[src/rtl/defines.sv]
// Shared core-wide widths and the M-extension funct3 encodings used by the multiplier.
`ifndef MUL_PIPE_DEFINES_SV
`define MUL_PIPE_DEFINES_SV

`define WORD_SIZE        32
`define ROB_ENTRY_WIDTH  4

`define FUNCT3_MUL       3'b000
`define FUNCT3_MULH      3'b001
`define FUNCT3_MULHSU    3'b010
`define FUNCT3_MULHU     3'b011

`endif

[src/rtl/mul_pipe_pkg.sv]
// Multiplier opcode constants and the operand-signedness decode shared by the pipeline.
`include "defines.sv"

package mul_pipe_pkg;

  localparam logic [2:0] F3_MUL    = `FUNCT3_MUL;
  localparam logic [2:0] F3_MULH   = `FUNCT3_MULH;
  localparam logic [2:0] F3_MULHSU = `FUNCT3_MULHSU;
  localparam logic [2:0] F3_MULHU  = `FUNCT3_MULHU;

  // Returns {rs1_signed, rs2_signed}; any non-multiply encoding falls back to unsigned.
  function automatic logic [1:0] op_signs(input logic [2:0] funct3);
    logic [1:0] s;
    s = 2'b00;
    case (funct3)
      F3_MUL, F3_MULH: s = 2'b11;
      F3_MULHSU:       s = 2'b10;
      F3_MULHU:        s = 2'b00;
      default:         s = 2'b00;
    endcase
    return s;
  endfunction

endpackage

[src/rtl/mul_pipe_slot.sv]
// One pipeline stage register: clear drops the entry, load takes the upstream entry, else hold.
module mul_pipe_slot #(
  parameter int W  = 32,
  parameter int RW = 4
) (
  input  logic          clk,
  input  logic          rst,
  input  logic          load_i,
  input  logic          clear_i,
  input  logic          valid_i,
  input  logic [RW-1:0] rob_id_i,
  input  logic [W-1:0]  pc_i,
  input  logic [W-1:0]  result_i,
  output logic          valid_o,
  output logic [RW-1:0] rob_id_o,
  output logic [W-1:0]  pc_o,
  output logic [W-1:0]  result_o
);

  logic          valid_q,  valid_d;
  logic [RW-1:0] rob_id_q, rob_id_d;
  logic [W-1:0]  pc_q,     pc_d;
  logic [W-1:0]  result_q, result_d;

  // Payload only moves with a real entry, so empty slots keep their last data.
  always_comb begin
    valid_d  = valid_q;
    rob_id_d = rob_id_q;
    pc_d     = pc_q;
    result_d = result_q;
    if (clear_i) begin
      valid_d = 1'b0;
    end else if (load_i) begin
      valid_d = valid_i;
      if (valid_i) begin
        rob_id_d = rob_id_i;
        pc_d     = pc_i;
        result_d = result_i;
      end
    end
  end

  always_ff @(posedge clk or negedge rst) begin
    if (!rst) begin
      valid_q  <= 1'b0;
      rob_id_q <= '0;
      pc_q     <= '0;
      result_q <= '0;
    end else begin
      valid_q  <= valid_d;
      rob_id_q <= rob_id_d;
      pc_q     <= pc_d;
      result_q <= result_d;
    end
  end

  assign valid_o  = valid_q;
  assign rob_id_o = rob_id_q;
  assign pc_o     = pc_q;
  assign result_o = result_q;

endmodule

[src/rtl/mul_pipe.sv]
// RV32M multiply pipeline: product computed at entry, then carried through DEPTH
// bubble-collapsing stages with flush and a two-port ROB-id bypass lookup.
`include "defines.sv"

module mul_pipe
  import mul_pipe_pkg::*;
#(
  parameter int WORD_SIZE = `WORD_SIZE,
  parameter int DEPTH     = 4,
  parameter int ROB_W     = `ROB_ENTRY_WIDTH
) (
  input  logic                 clk,
  input  logic                 rst,
  input  logic                 in_valid,
  output logic                 in_ready,
  input  logic [WORD_SIZE-1:0] in_a,
  input  logic [WORD_SIZE-1:0] in_b,
  input  logic [2:0]           in_funct3,
  input  logic [ROB_W-1:0]     in_rob_id,
  input  logic [WORD_SIZE-1:0] in_pc,
  output logic                 out_valid,
  input  logic                 out_ready,
  output logic [WORD_SIZE-1:0] out_result,
  output logic [ROB_W-1:0]     out_rob_id,
  output logic [WORD_SIZE-1:0] out_pc,
  input  logic                 flush,
  input  logic [ROB_W-1:0]     q1_rob_id,
  input  logic [ROB_W-1:0]     q2_rob_id,
  output logic                 q1_hit,
  output logic                 q2_hit,
  output logic [WORD_SIZE-1:0] q1_data,
  output logic [WORD_SIZE-1:0] q2_data
);

  localparam int W = WORD_SIZE;

  logic [DEPTH-1:0] slot_valid;
  logic [ROB_W-1:0] slot_rob [DEPTH];
  logic [W-1:0]     slot_pc  [DEPTH];
  logic [W-1:0]     slot_res [DEPTH];

  logic [DEPTH-1:0] src_valid;
  logic [ROB_W-1:0] src_rob [DEPTH];
  logic [W-1:0]     src_pc  [DEPTH];
  logic [W-1:0]     src_res [DEPTH];

  // room[i]: slot i is free or leaves this cycle; room[DEPTH] is the writeback sink.
  logic [DEPTH:0]   room;

  logic [1:0]             signs;
  logic [W:0]             a_ext, b_ext;
  logic signed [2*W+1:0]  prod;
  logic [W-1:0]           mul_res;
  logic                   unused_prod_hi;

  // Single combinational multiplier; one extra bit per operand covers all sign mixes.
  always_comb begin
    signs   = op_signs(in_funct3);
    a_ext   = {signs[1] & in_a[W-1], in_a};
    b_ext   = {signs[0] & in_b[W-1], in_b};
    prod    = $signed(a_ext) * $signed(b_ext);
    mul_res = (in_funct3 == F3_MUL) ? prod[W-1:0] : prod[2*W-1:W];
  end

  assign unused_prod_hi = ^prod[2*W+1:2*W];

  always_comb begin
    room[DEPTH] = out_ready;
    for (int i = DEPTH - 1; i >= 0; i--) begin
      room[i] = !slot_valid[i] || room[i+1];
    end
  end

  // Slot 0 is fed by the issue port, every other slot by its predecessor.
  always_comb begin
    src_valid[0] = in_valid && !flush;
    src_rob[0]   = in_rob_id;
    src_pc[0]    = in_pc;
    src_res[0]   = mul_res;
    for (int i = 1; i < DEPTH; i++) begin
      src_valid[i] = slot_valid[i-1];
      src_rob[i]   = slot_rob[i-1];
      src_pc[i]    = slot_pc[i-1];
      src_res[i]   = slot_res[i-1];
    end
  end

  for (genvar g = 0; g < DEPTH; g++) begin : g_slot
    mul_pipe_slot #(
      .W  (W),
      .RW (ROB_W)
    ) u_slot (
      .clk      (clk),
      .rst      (rst),
      .load_i   (room[g]),
      .clear_i  (flush),
      .valid_i  (src_valid[g]),
      .rob_id_i (src_rob[g]),
      .pc_i     (src_pc[g]),
      .result_i (src_res[g]),
      .valid_o  (slot_valid[g]),
      .rob_id_o (slot_rob[g]),
      .pc_o     (slot_pc[g]),
      .result_o (slot_res[g])
    );
  end

  assign in_ready   = room[0];
  assign out_valid  = slot_valid[DEPTH-1];
  assign out_result = slot_res[DEPTH-1];
  assign out_rob_id = slot_rob[DEPTH-1];
  assign out_pc     = slot_pc[DEPTH-1];

  // ROB ids are unique in flight, so at most one slot matches each port.
  always_comb begin
    q1_hit  = 1'b0;
    q1_data = '0;
    q2_hit  = 1'b0;
    q2_data = '0;
    for (int i = 0; i < DEPTH; i++) begin
      if (slot_valid[i] && (slot_rob[i] == q1_rob_id)) begin
        q1_hit  = 1'b1;
        q1_data = slot_res[i];
      end
      if (slot_valid[i] && (slot_rob[i] == q2_rob_id)) begin
        q2_hit  = 1'b1;
        q2_data = slot_res[i];
      end
    end
  end

endmodule

[config.mk]
export PLATFORM = sky130hd
export DESIGN_NAME = mul_pipe
export DESIGN_NICKNAME = d
export VERILOG_FILES = /design/src/rtl/mul_pipe_pkg.sv /design/src/rtl/mul_pipe_slot.sv /design/src/rtl/mul_pipe.sv
export VERILOG_INCLUDE_DIRS = /design/src /design/src/rtl
export SDC_FILE = /design/constraint.sdc
export NUM_CORES = 2
export LEC_CHECK = 0
export ABC_AREA = 0
export CORE_ASPECT_RATIO = 2
export CORE_MARGIN = 2
export CORE_UTILIZATION = 55
export CTS_CLUSTER_SIZE = 24
export DETAILED_ROUTE_END_ITERATION = 10
export DONT_BUFFER_PORTS = 1
export PLACE_DENSITY = 0.69
export SYNTH_ARGS = -nofsm -noshare
export SYNTH_HDL_FRONTEND = slang
export SYNTH_SLANG_ARGS = --single-unit
[constraint.sdc]
create_clock -name clk -period 3.1 [get_ports clk]
set_input_delay 0.465 -clock clk [delete_from_list [all_inputs] [get_ports clk]]
set_output_delay 0.465 -clock clk [all_outputs]
set_load 0.02 [all_outputs]
==> impl_metrics.env <==
export IMPL_synth_cell_types=70
export IMPL_synth_area_leaders="fa_1, dfrtp_1, inv_1"
export IMPL_ys_flop_type="dfrtp_1"
export IMPL_instances_no_fill=6875
export IMPL_syn_inst=5464
export IMPL_synth_top_area_share=0.4445
export IMPL_syn_area_per_cell_um2=9.273
export IMPL_slew_viol_final=0
export IMPL_grt_max_degree=277
export IMPL_drc=0
export IMPL_period_needed_ns=7.173
export IMPL_cts_sinks=276
export IMPL_async_flop_share=1.000
export IMPL_drt_pass1_iter_count=6
export IMPL_routed_wirelength_um=172700
export IMPL_nets=7114
export IMPL_status="finished with violations"
export IMPL_pre_cts_ws_ns=-4.884
export IMPL_synth_edff_count=0
export IMPL_rsz0062_at_grt="yes"
export IMPL_tritoncts="built"
export IMPL_rows=157
export IMPL_antenna_found_initial=4
export IMPL_clockBufferDepth=3
export IMPL_fmax_mhz=139.4
export IMPL_gp_congestion=1.057
export IMPL_fin_crit_sh=2.314
export IMPL_routedWlPerCell_um=25.13
export IMPL_die_w_um=218.6
export IMPL_required_ns=3.59
export IMPL_ctsRootBufferMaster="clkbuf_16"
export IMPL_grt_usage=0.3759
export IMPL_final_common_cell="inv_1"
export IMPL_setup_ws_ns=-4.073
export IMPL_num_vias=39800
export IMPL_cp_max_fo=11
export IMPL_detail_route_vias_per_cell=5.789
export IMPL_numCtsBuffers=23
export IMPL_setup_violations_final=69
export IMPL_path_clk_slew_ns=0.07
export IMPL_clock_latency_ns=0.57
export IMPL_die_area_um2=94710
export IMPL_drv_cap=0
export IMPL_synth_nets=6917
export IMPL_cts_max_level=1
export IMPL_dpl_hpwl_um=131000
export IMPL_ys_warn_count=0
export IMPL_violations="hold timing, setup timing"
export IMPL_drive_gt1_frac=0.1987
export IMPL_fp_coreArea_um2=91340
export IMPL_grt_overflow_total=0
export IMPL_die_h_um=433.2
export IMPL_syn_cell_area_um2=50670
export IMPL_dp_cells=6767
export IMPL_mostFrequentLayoutCells="inv_1, fa_1, nand2_1"
export IMPL_grt_pass1_vias=44790
export IMPL_whs_ns=-0.3919
export IMPL_worst_pin_slew_ns=0.7652
export IMPL_drt_iter0_markers=2654
export IMPL_start_kind="input port"
export IMPL_io_pins=252
export IMPL_io_buffer_count=0
export IMPL_maxSlewHeadroom=0.4898
export IMPL_start_util=0.5547
export IMPL_hold_path_class="input port to async pin"
export IMPL_ant_nets=0
export IMPL_syn2layout_area_growth_pct=14.97
export IMPL_criticalPathCategory="input port to flip-flop"
export IMPL_worstPathArrival_ns=7.67
export IMPL_ys_seq_area_frac=0.1363
export IMPL_ys_seq_elements=276
export IMPL_clock_skew_ns=0.03167
export IMPL_hold_viol=276
export IMPL_synth_largest_area_cell="fa_1"
export IMPL_grt_pass1_wl_um=260800
export IMPL_crit_path_end_kind="flip-flop"
==> worst max-delay path: stages <==
cell	delay [ns]
nor2_1	0.12
nand2_1	0.11
buf_12	0.16
buf_4	0.18
nor2_1	0.12
fa_1	0.45
fa_1	0.51
fa_1	0.44
fa_1	0.60
fa_1	0.44
inv_1	0.18
fa_1	0.47
fa_1	0.46
fa_1	0.55
inv_1	0.06
ha_1	0.29
and3_1	0.18
and4_1	0.24
and3_4	0.24
or4b_1	0.46
o32ai_2	0.24
a21oi_2	0.08
buf_4	0.14
o21ai_2	0.13
xor2_1	0.16
a21oi_1	0.08
o21ai_1	0.13
==> sequential cells by signal, indices dropped and copies added (netlist names) <==
| register | cells |
|---|---|
| g_slot.u_slot.pc_o | 128 |
| g_slot.u_slot.result_o | 128 |
| g_slot.u_slot.rob_id_o | 16 |
| g_slot.u_slot.valid_o | 4 |
==> metrics by stage <==
| step | util | setup TNS (ns) | cell area (um^2) |
|---|---|---|---|
| 2_1_floorplan | - | -131.26 | 51510 |
| 3_3_place_gp | 0.6018 | -145.10 | 54970 |
| 3_5_place_dp | 0.6018 | -146.56 | 54970 |
| 4_1_cts | 0.6264 | -122.25 | 57220 |
| 5_1_grt | 0.6376 | -133.94 | 58240 |
| 6_report | 0.6377 | -123.41 | 58250 |
==> final cells by class <==
cell class	count	area [um^2]
multi-input cells	3686	40090
fillers	7533	33090
flip-flops and latches	276	6912
inverters	1195	4496
repair buffers	479	4410
well taps	1192	1491
clock buffers	27	630.6
clock inverters	15	210.2
diodes	5	12.51
==> layer usage <==
layer	routed length (um)	global-route usage	vias up
met5	0	0	-
met1	48570	0.3393	20450
met3	12580	0.07837	879
li1	-	-	16570
met2	89240	0.6738	1899
met4	22360	0.3738	0
==> cell families (layout without fill, tap and decap cells) <==
group / Yosys count / after routing / share of synthesized area
AOI/OAI and AO/OA: 472 / 472 / 0.05756
adders and majority gates: 1337 / 1337 / 0.4969
xor gates and xnor gates: 93 / 93 / 0.01608
other: 0 / 5 / 0
buffers and inverters: 1502 / 1716 / 0.1114
and+or+nand+nor: 1577 / 1577 / 0.1359
DFF: 276 / 276 / 0.1363
muxes: 207 / 207 / 0.04591
==> worst paths after layout <==
kind / start / endpoint / slack [ns] / cells after the start
setup / recovery: in_funct3[2] / g_slot[0].u_slot.result_o[24]$_DFFE_PN0P_ / -4.07 / 27
min in group clk: in_pc[17] / g_slot[0].u_slot.pc_o[17]$_DFFE_PN0P_ / 0.02 / 2
max in group asynchronous: rst / g_slot[1].u_slot.result_o[13]$_DFFE_PN0P_ / 2.86 / 0
setup reg to reg: g_slot[3].u_slot.valid_o$_DFFE_PN0P_ / g_slot[0].u_slot.result_o[26]$_DFFE_PN0P_ / 0.47 / 7
hold / removal: rst / g_slot[2].u_slot.pc_o[8]$_DFFE_PN0P_ / -0.39 / 0
hold reg to reg: g_slot[0].u_slot.pc_o[23]$_DFFE_PN0P_ / g_slot[0].u_slot.pc_o[23]$_DFFE_PN0P_ / 0.47 / 2
==> cell usage after synthesis, types with 3 or more instances <==
cell / n
inv_1: 1195
nor2_1: 162
xor2_1: 39
buf_1: 19
and4_1: 3
a31oi_1: 13
nand2_1: 1024
o21a_1: 9
or4_1: 3
a22oi_1: 71
o21bai_1: 8
a21oi_1: 155
and3_1: 18
a311oi_1: 5
buf_2: 4
a21o_1: 23
o31ai_1: 3
dfrtp_1: 276
nand3_1: 16
o211ai_1: 4
and2_1: 274
mux2_2: 203
nor3_1: 22
o21ai_0: 123
or2_2: 9
fa_1: 1125
o21ai_1: 4
a31o_2: 4
mux2i_1: 4
nand4_1: 14
o22ai_1: 5
xnor2_1: 54
ha_1: 212
nor2b_1: 6
a211oi_1: 13
clkbuf_1: 284
nand2b_1: 5
nor4_1: 6
or3_1: 5
==> repair_timing <==
item / in CTS / in global routing
pin swaps: 149 / 90
cloned: 5 / 6
hold buffers: 3 / 1
setup endpoints to repair: 95 / 96
hold endpoints to repair: 282 / 277
resized for setup: 249 / 215
buffers inserted: 34 / 18
Power is left out: the tool's default activity adds up to more than one toggle a clock period on the data nets, which glitch-free logic cannot reach.
